File: config.mk
export PLATFORM = sky130hd
export DESIGN_NAME = video_frame_src
export DESIGN_NICKNAME = d
export VERILOG_FILES = /design/src/rtl/video_frame_src.sv
export SDC_FILE = /design/constraint.sdc
export NUM_CORES = 1
export LEC_CHECK = 0
export ABC_AREA = 1
export CAP_MARGIN = 20
export CORE_MARGIN = 8
export CORE_UTILIZATION = 45
export DETAILED_ROUTE_END_ITERATION = 8
export PLACE_DENSITY = 0.73
export SLEW_MARGIN = 20
export SYNTH_ARGS = -nofsm -noshare
export SYNTH_HDL_FRONTEND = slang
export SYNTH_SLANG_ARGS = --single-unit
File: constraint.sdc
create_clock -name clk -period 2.43 [get_ports clk]
set_input_delay 0.243 -clock clk [delete_from_list [all_inputs] [get_ports clk]]
set_output_delay 0.243 -clock clk [all_outputs]
set_load 0.05 [all_outputs]
File: src/rtl/video_frame_src.sv
// Raster coordinate source: walks hc/vc over the display area with an optional idle gap between frames.
// Optional frame_cnt output is built when `VIDEO_FRAME_SRC_FRAME_CNT_EN is defined.

`ifndef H_DISPLAY
`define H_DISPLAY 640
`endif
`ifndef V_DISPLAY
`define V_DISPLAY 480
`endif

package video_frame_src_pkg;
  localparam int unsigned HC_W    = 10;
  localparam int unsigned VC_W    = 10;
  localparam int unsigned COLOR_W = 8;

  typedef struct packed {
    logic [HC_W-1:0]    hc;
    logic [VC_W-1:0]    vc;
    logic               start;
    logic [COLOR_W-1:0] r;
    logic [COLOR_W-1:0] g;
    logic [COLOR_W-1:0] b;
  } vga_frame_t;
endpackage

module video_frame_src
  import video_frame_src_pkg::*;
#(
  parameter int unsigned FRAME_GAP = 0,
  parameter int unsigned H_DISPLAY = `H_DISPLAY,
  parameter int unsigned V_DISPLAY = `V_DISPLAY
) (
  input  logic       clk,
  input  logic       rst,
  input  logic       enable,
  input  logic       stall,
  output logic       sink_vld,
  output vga_frame_t sink_frame,
  output logic       frame_done,
  output logic       busy
`ifdef VIDEO_FRAME_SRC_FRAME_CNT_EN
  ,
  output logic [15:0] frame_cnt
`endif
);

  localparam int unsigned GAP_W = 8;
  localparam logic [HC_W-1:0]  HC_LAST  = HC_W'(H_DISPLAY - 1);
  localparam logic [VC_W-1:0]  VC_LAST  = VC_W'(V_DISPLAY - 1);
  localparam logic [GAP_W-1:0] GAP_LAST = GAP_W'(FRAME_GAP - 1);

  typedef enum logic [1:0] {
    IDLE,
    ACTIVE,
    GAP
  } state_t;

  state_t           state_q, state_d;
  logic [HC_W-1:0]  hc_q, hc_d;
  logic [VC_W-1:0]  vc_q, vc_d;
  logic [GAP_W-1:0] gap_q, gap_d;
  logic             vld_d;
  vga_frame_t       frame_d;
  logic             done_d;
  logic             busy_d;
  logic             emit;
  logic             hc_last;
  logic             px_last;
  logic             gap_last;

  assign hc_last  = (hc_q == HC_LAST);
  assign px_last  = hc_last && (vc_q == VC_LAST);
  assign gap_last = (gap_q == GAP_LAST);

  // State, counters and registered outputs; everything holds while stalled.
  always_ff @(posedge clk) begin
    if (rst) begin
      state_q    <= IDLE;
      hc_q       <= '0;
      vc_q       <= '0;
      gap_q      <= '0;
      sink_vld   <= 1'b0;
      sink_frame <= '0;
      frame_done <= 1'b0;
      busy       <= 1'b0;
    end else begin
      state_q    <= state_d;
      hc_q       <= hc_d;
      vc_q       <= vc_d;
      gap_q      <= gap_d;
      sink_vld   <= vld_d;
      sink_frame <= frame_d;
      frame_done <= done_d;
      busy       <= busy_d;
    end
  end

  // Next state and output values. IDLE with enable launches pixel (0,0) directly
  // so the first pixel lands one clock after enable is sampled.
  always_comb begin
    state_d = state_q;
    hc_d    = hc_q;
    vc_d    = vc_q;
    gap_d   = gap_q;
    vld_d   = sink_vld;
    frame_d = sink_frame;
    done_d  = frame_done;
    busy_d  = busy;
    emit    = 1'b0;

    if (!stall) begin
      vld_d   = 1'b0;
      frame_d = '0;
      done_d  = 1'b0;

      unique case (state_q)
        IDLE:   emit = enable;
        ACTIVE: emit = 1'b1;
        GAP: begin
          if (gap_last) begin
            gap_d   = '0;
            state_d = enable ? ACTIVE : IDLE;
          end else begin
            gap_d = GAP_W'(gap_q + 1'b1);
          end
        end
        default: state_d = IDLE;
      endcase

      if (emit) begin
        vld_d         = 1'b1;
        frame_d.hc    = hc_q;
        frame_d.vc    = vc_q;
        frame_d.start = (hc_q == '0) && (vc_q == '0);
        done_d        = px_last;

        if (hc_last) begin
          hc_d = '0;
          vc_d = (vc_q == VC_LAST) ? '0 : VC_W'(vc_q + 1'b1);
        end else begin
          hc_d = HC_W'(hc_q + 1'b1);
        end

        // Frame boundary is the only point where enable can stop generation.
        if (px_last) begin
          if (FRAME_GAP > 0) begin
            state_d = GAP;
          end else begin
            state_d = enable ? ACTIVE : IDLE;
          end
        end else begin
          state_d = ACTIVE;
        end
      end

      busy_d = (state_q != IDLE) || emit;
    end
  end

`ifdef VIDEO_FRAME_SRC_FRAME_CNT_EN
  // Completed-frame counter, advanced alongside each frame_done pulse.
  always_ff @(posedge clk) begin
    if (rst) begin
      frame_cnt <= '0;
    end else if (!stall && done_d) begin
      frame_cnt <= frame_cnt + 16'd1;
    end
  end
`endif

endmodule

==> impl_metrics.toml <==
[grt]
met2_usage = 0.220
grt_first_pass_wirelength_um = 8290
track_usage = 0.136
grt_max_degree = 32
grt_pass1_vias = 1740
grt_most_used_layer = "met2"
grt_overflow = 0
antenna_found_initial = 0
use_met3 = 0.0255
use_met1 = 0.171

[cts]
cts_buffers = 5
ctsHoldBuffers = 0
clk_pin_slew_ns = 0.08
ctsHtreeMaxLevel = 2
clkLatencyLatePin_ns = 0.29
cts_resized = 0
cts_tree = "done"
cts_setup_buffers = 0
cts_sinks = 45
clockRootBuffer = "clkbuf_8"
cts_max_path_buffers = 2

[cells_and_area]
fin_nets = 347
synthToLayoutAreaGrowth_pct = 14.7
drive_gt1_frac = 0.0708
instances_no_fill = 406
utilization = 0.541
final_area_um2 = 2570
fillers = 467
final_cell_mix = "76 x nand2_1, 45 x dfxtp_1, 40 x nor2_1, 32 x a21oi_1, 27 x clkdlybuf4s50_1"
regArea_um2 = 901
mostFrequentLayoutCell = "nand2_1"
n_antenna_cell = 0
multiInputGateArea_um2 = 1090

[power_and_ir_drop]
peakVddDrop_uv = 244
p_per_area_nw_per_um2 = 569
p_leak_nw = 0.921

[placed_design]
gp_congestion = 0.927
place_area_um2 = 2470
portBuffers = 27
dp_hpwl_um = 3740
dp_cells = 399

[floorplan]
rows = 25
start_util = 0.472
core_area_um2 = 4750
die_area_um2 = 7500
die_x_um = 86.6
pin_count = 52
dieHeight_um = 86.6

[worst_setup_path]
arrival_ns = 1.90
r2r_end = "vc_q[1]$_SDFFE_PP0P_"
timing.rr.start = "hc_q[1]$_SDFFE_PP0P_"
worst_path_max_delay_cell = "dfxtp_1"
slowest_delay_ns = 0.45
cp_cell_sequence = "ha_1 -> nand3_2 -> nor2_4 -> nand3_2 -> nand2_1 -> o22ai_1"
crit_buf_inv = 0
worstRegToRegCells = 6
regToRegSetupSlack_ns = 0.72
critPathKind = "reg -> reg"
path_delay_family = "simple AND/OR/NAND/NOR gates"
cp-end-kind = "flop"
cpMostUsedCell = "nand3_2"
cp_max_fo = 11
start_kind = "flop"
cp.required_ns = 2.61

[detailed_routing]
initialDrtViolationCount = 133
detail-route-antenna-nets = 0
remaining_drc_errors = 0
num_vias = 1927
dr.pass1.iters = 4
wl_per_cell_um = 12.2
viasPerCell = 4.75
drt-total-wl_um = 4970

[sta]
fmax_mhz = 585
setup_viol = 0
hold_violations = 0
fin_worst_skew_ns = 0.00681
final_max_slew_viol_count = 0
period_share = 0.704
worstMarginPinSlew_ns = 0.511
period_minus_slack_ns = 1.71
tns_ns = 0
slew_headroom = 0.658
rsz0062_at_grt = "no"
whs_ns = 0.464

[synth]
syn_inst = 314
synth_seq_cells = 45
synth_area_per_cell_um2 = 7.14
syn_area_um2 = 2240
synth_edf_count = 0
async_reset_ff_frac = 0
synth_seq_area_share = 0.402
ys_types = 26
ys_warn_count = 0
synth-main-ff-cell = "dfxtp_1"

[min_path]
hold_start = "sink_frame[38]$_SDFFE_PP0N_"
min_path_type = "reg -> reg"
holdPathStages = 2
worstHoldEndpoint = "sink_frame[38]$_SDFFE_PP0N_"

[run]
max-cap-violations = 0

[outcome]
status = "completed"
## worst max path at each step
stage / startpoint / slack [ns] / cells after the start / endpoint
finish: hc_q[1]$_SDFFE_PP0P_ / 0.72 / 6 / vc_q[1]$_SDFFE_PP0P_
global route: hc_q[1]$_SDFFE_PP0P_ / 0.58 / 8 / vc_q[5]$_SDFFE_PP0P_
CTS: hc_q[1]$_SDFFE_PP0P_ / 0.71 / 6 / vc_q[1]$_SDFFE_PP0P_
detailed placement: enable / 0.51 / 6 / vc_q[1]$_SDFFE_PP0P_
global placement: stall / 0.54 / 8 / hc_q[7]$_SDFFE_PP0P_
floorplan: hc_q[1]$_SDFFE_PP0P_ / 1.08 / 7 / vc_q[4]$_SDFFE_PP0P_
## cell families (layout without fill, tap and decap cells)
group,count (synthesis),in the layout,synth area share
other cells,1,24,0.00167
compound gates,42,42,0.102
flops,45,45,0.402
fa+ha+maj,4,4,0.0223
xor+xnor,4,4,0.0156
buf+inv,62,64,0.151
simple gates,156,156,0.306
## final cells by class
class                   count  area share
well taps                  67      0.0326
multi-input cells         230       0.424
clock inverters             2      0.0136
flip-flops and latches     45       0.350
inverters                  27      0.0394
clock buffers               5      0.0268
repair buffers             30       0.114
## worst reg2reg max path, delay by kind of cell, from the launching register on
| family | cells | cell delay [ns] |
|---|---|---|
| compound gates | 1 | 0.11 |
| flops | 1 | 0.45 |
| fa+ha+maj | 1 | 0.24 |
| simple gates | 4 | 0.82 |
## power by group
part | internal, mW | switching, mW
Clock | 0.299 | 0.244
Sequential | 0.745 | 0.00682
Combinational | 0.0263 | 0.143
## synth_stat cells (2+ instances only)
cell type / number / area (um^2)
a21oi_1: 32 / 160
buf_2: 3 / 15.0
buf_4: 25 / 188
clkbuf_1: 5 / 18.8
dfxtp_1: 45 / 901
ha_1: 4 / 50.1
inv_1: 25 / 93.8
inv_2: 2 / 7.51
nand2_1: 76 / 285
nand3_1: 19 / 95.1
nand3_2: 3 / 30.0
nand4_1: 5 / 31.3
nor2_1: 40 / 150
nor2_4: 4 / 45.0
nor3_1: 7 / 35.0
o21ai_0: 4 / 20.0
o21ai_2: 4 / 35.0
xor2_1: 3 / 26.3
## per-layer routing
metal  share of wire  up-vias
li1                -     1001
met1            0.46      867
met2            0.45       54
met3           0.080        5
met4           0.013        0
met5               0        -
## state kept, by name (all words and copies together) (netlist names)
name	count
busy	1
sink_vld	1
state_q	1
hc_q	10
frame_done	1
sink_frame	21
vc_q	10
## through the flow
stage                     worst slack (ns)  power (mW)
final                                0.719        1.46
after global routing                 0.580        1.50
after CTS                            0.706        1.47
after detailed placement             0.507       0.937
after global placement               0.539       0.936
after floorplan                       1.08       0.939
Note: power is estimated with default switching activity, not from simulation.
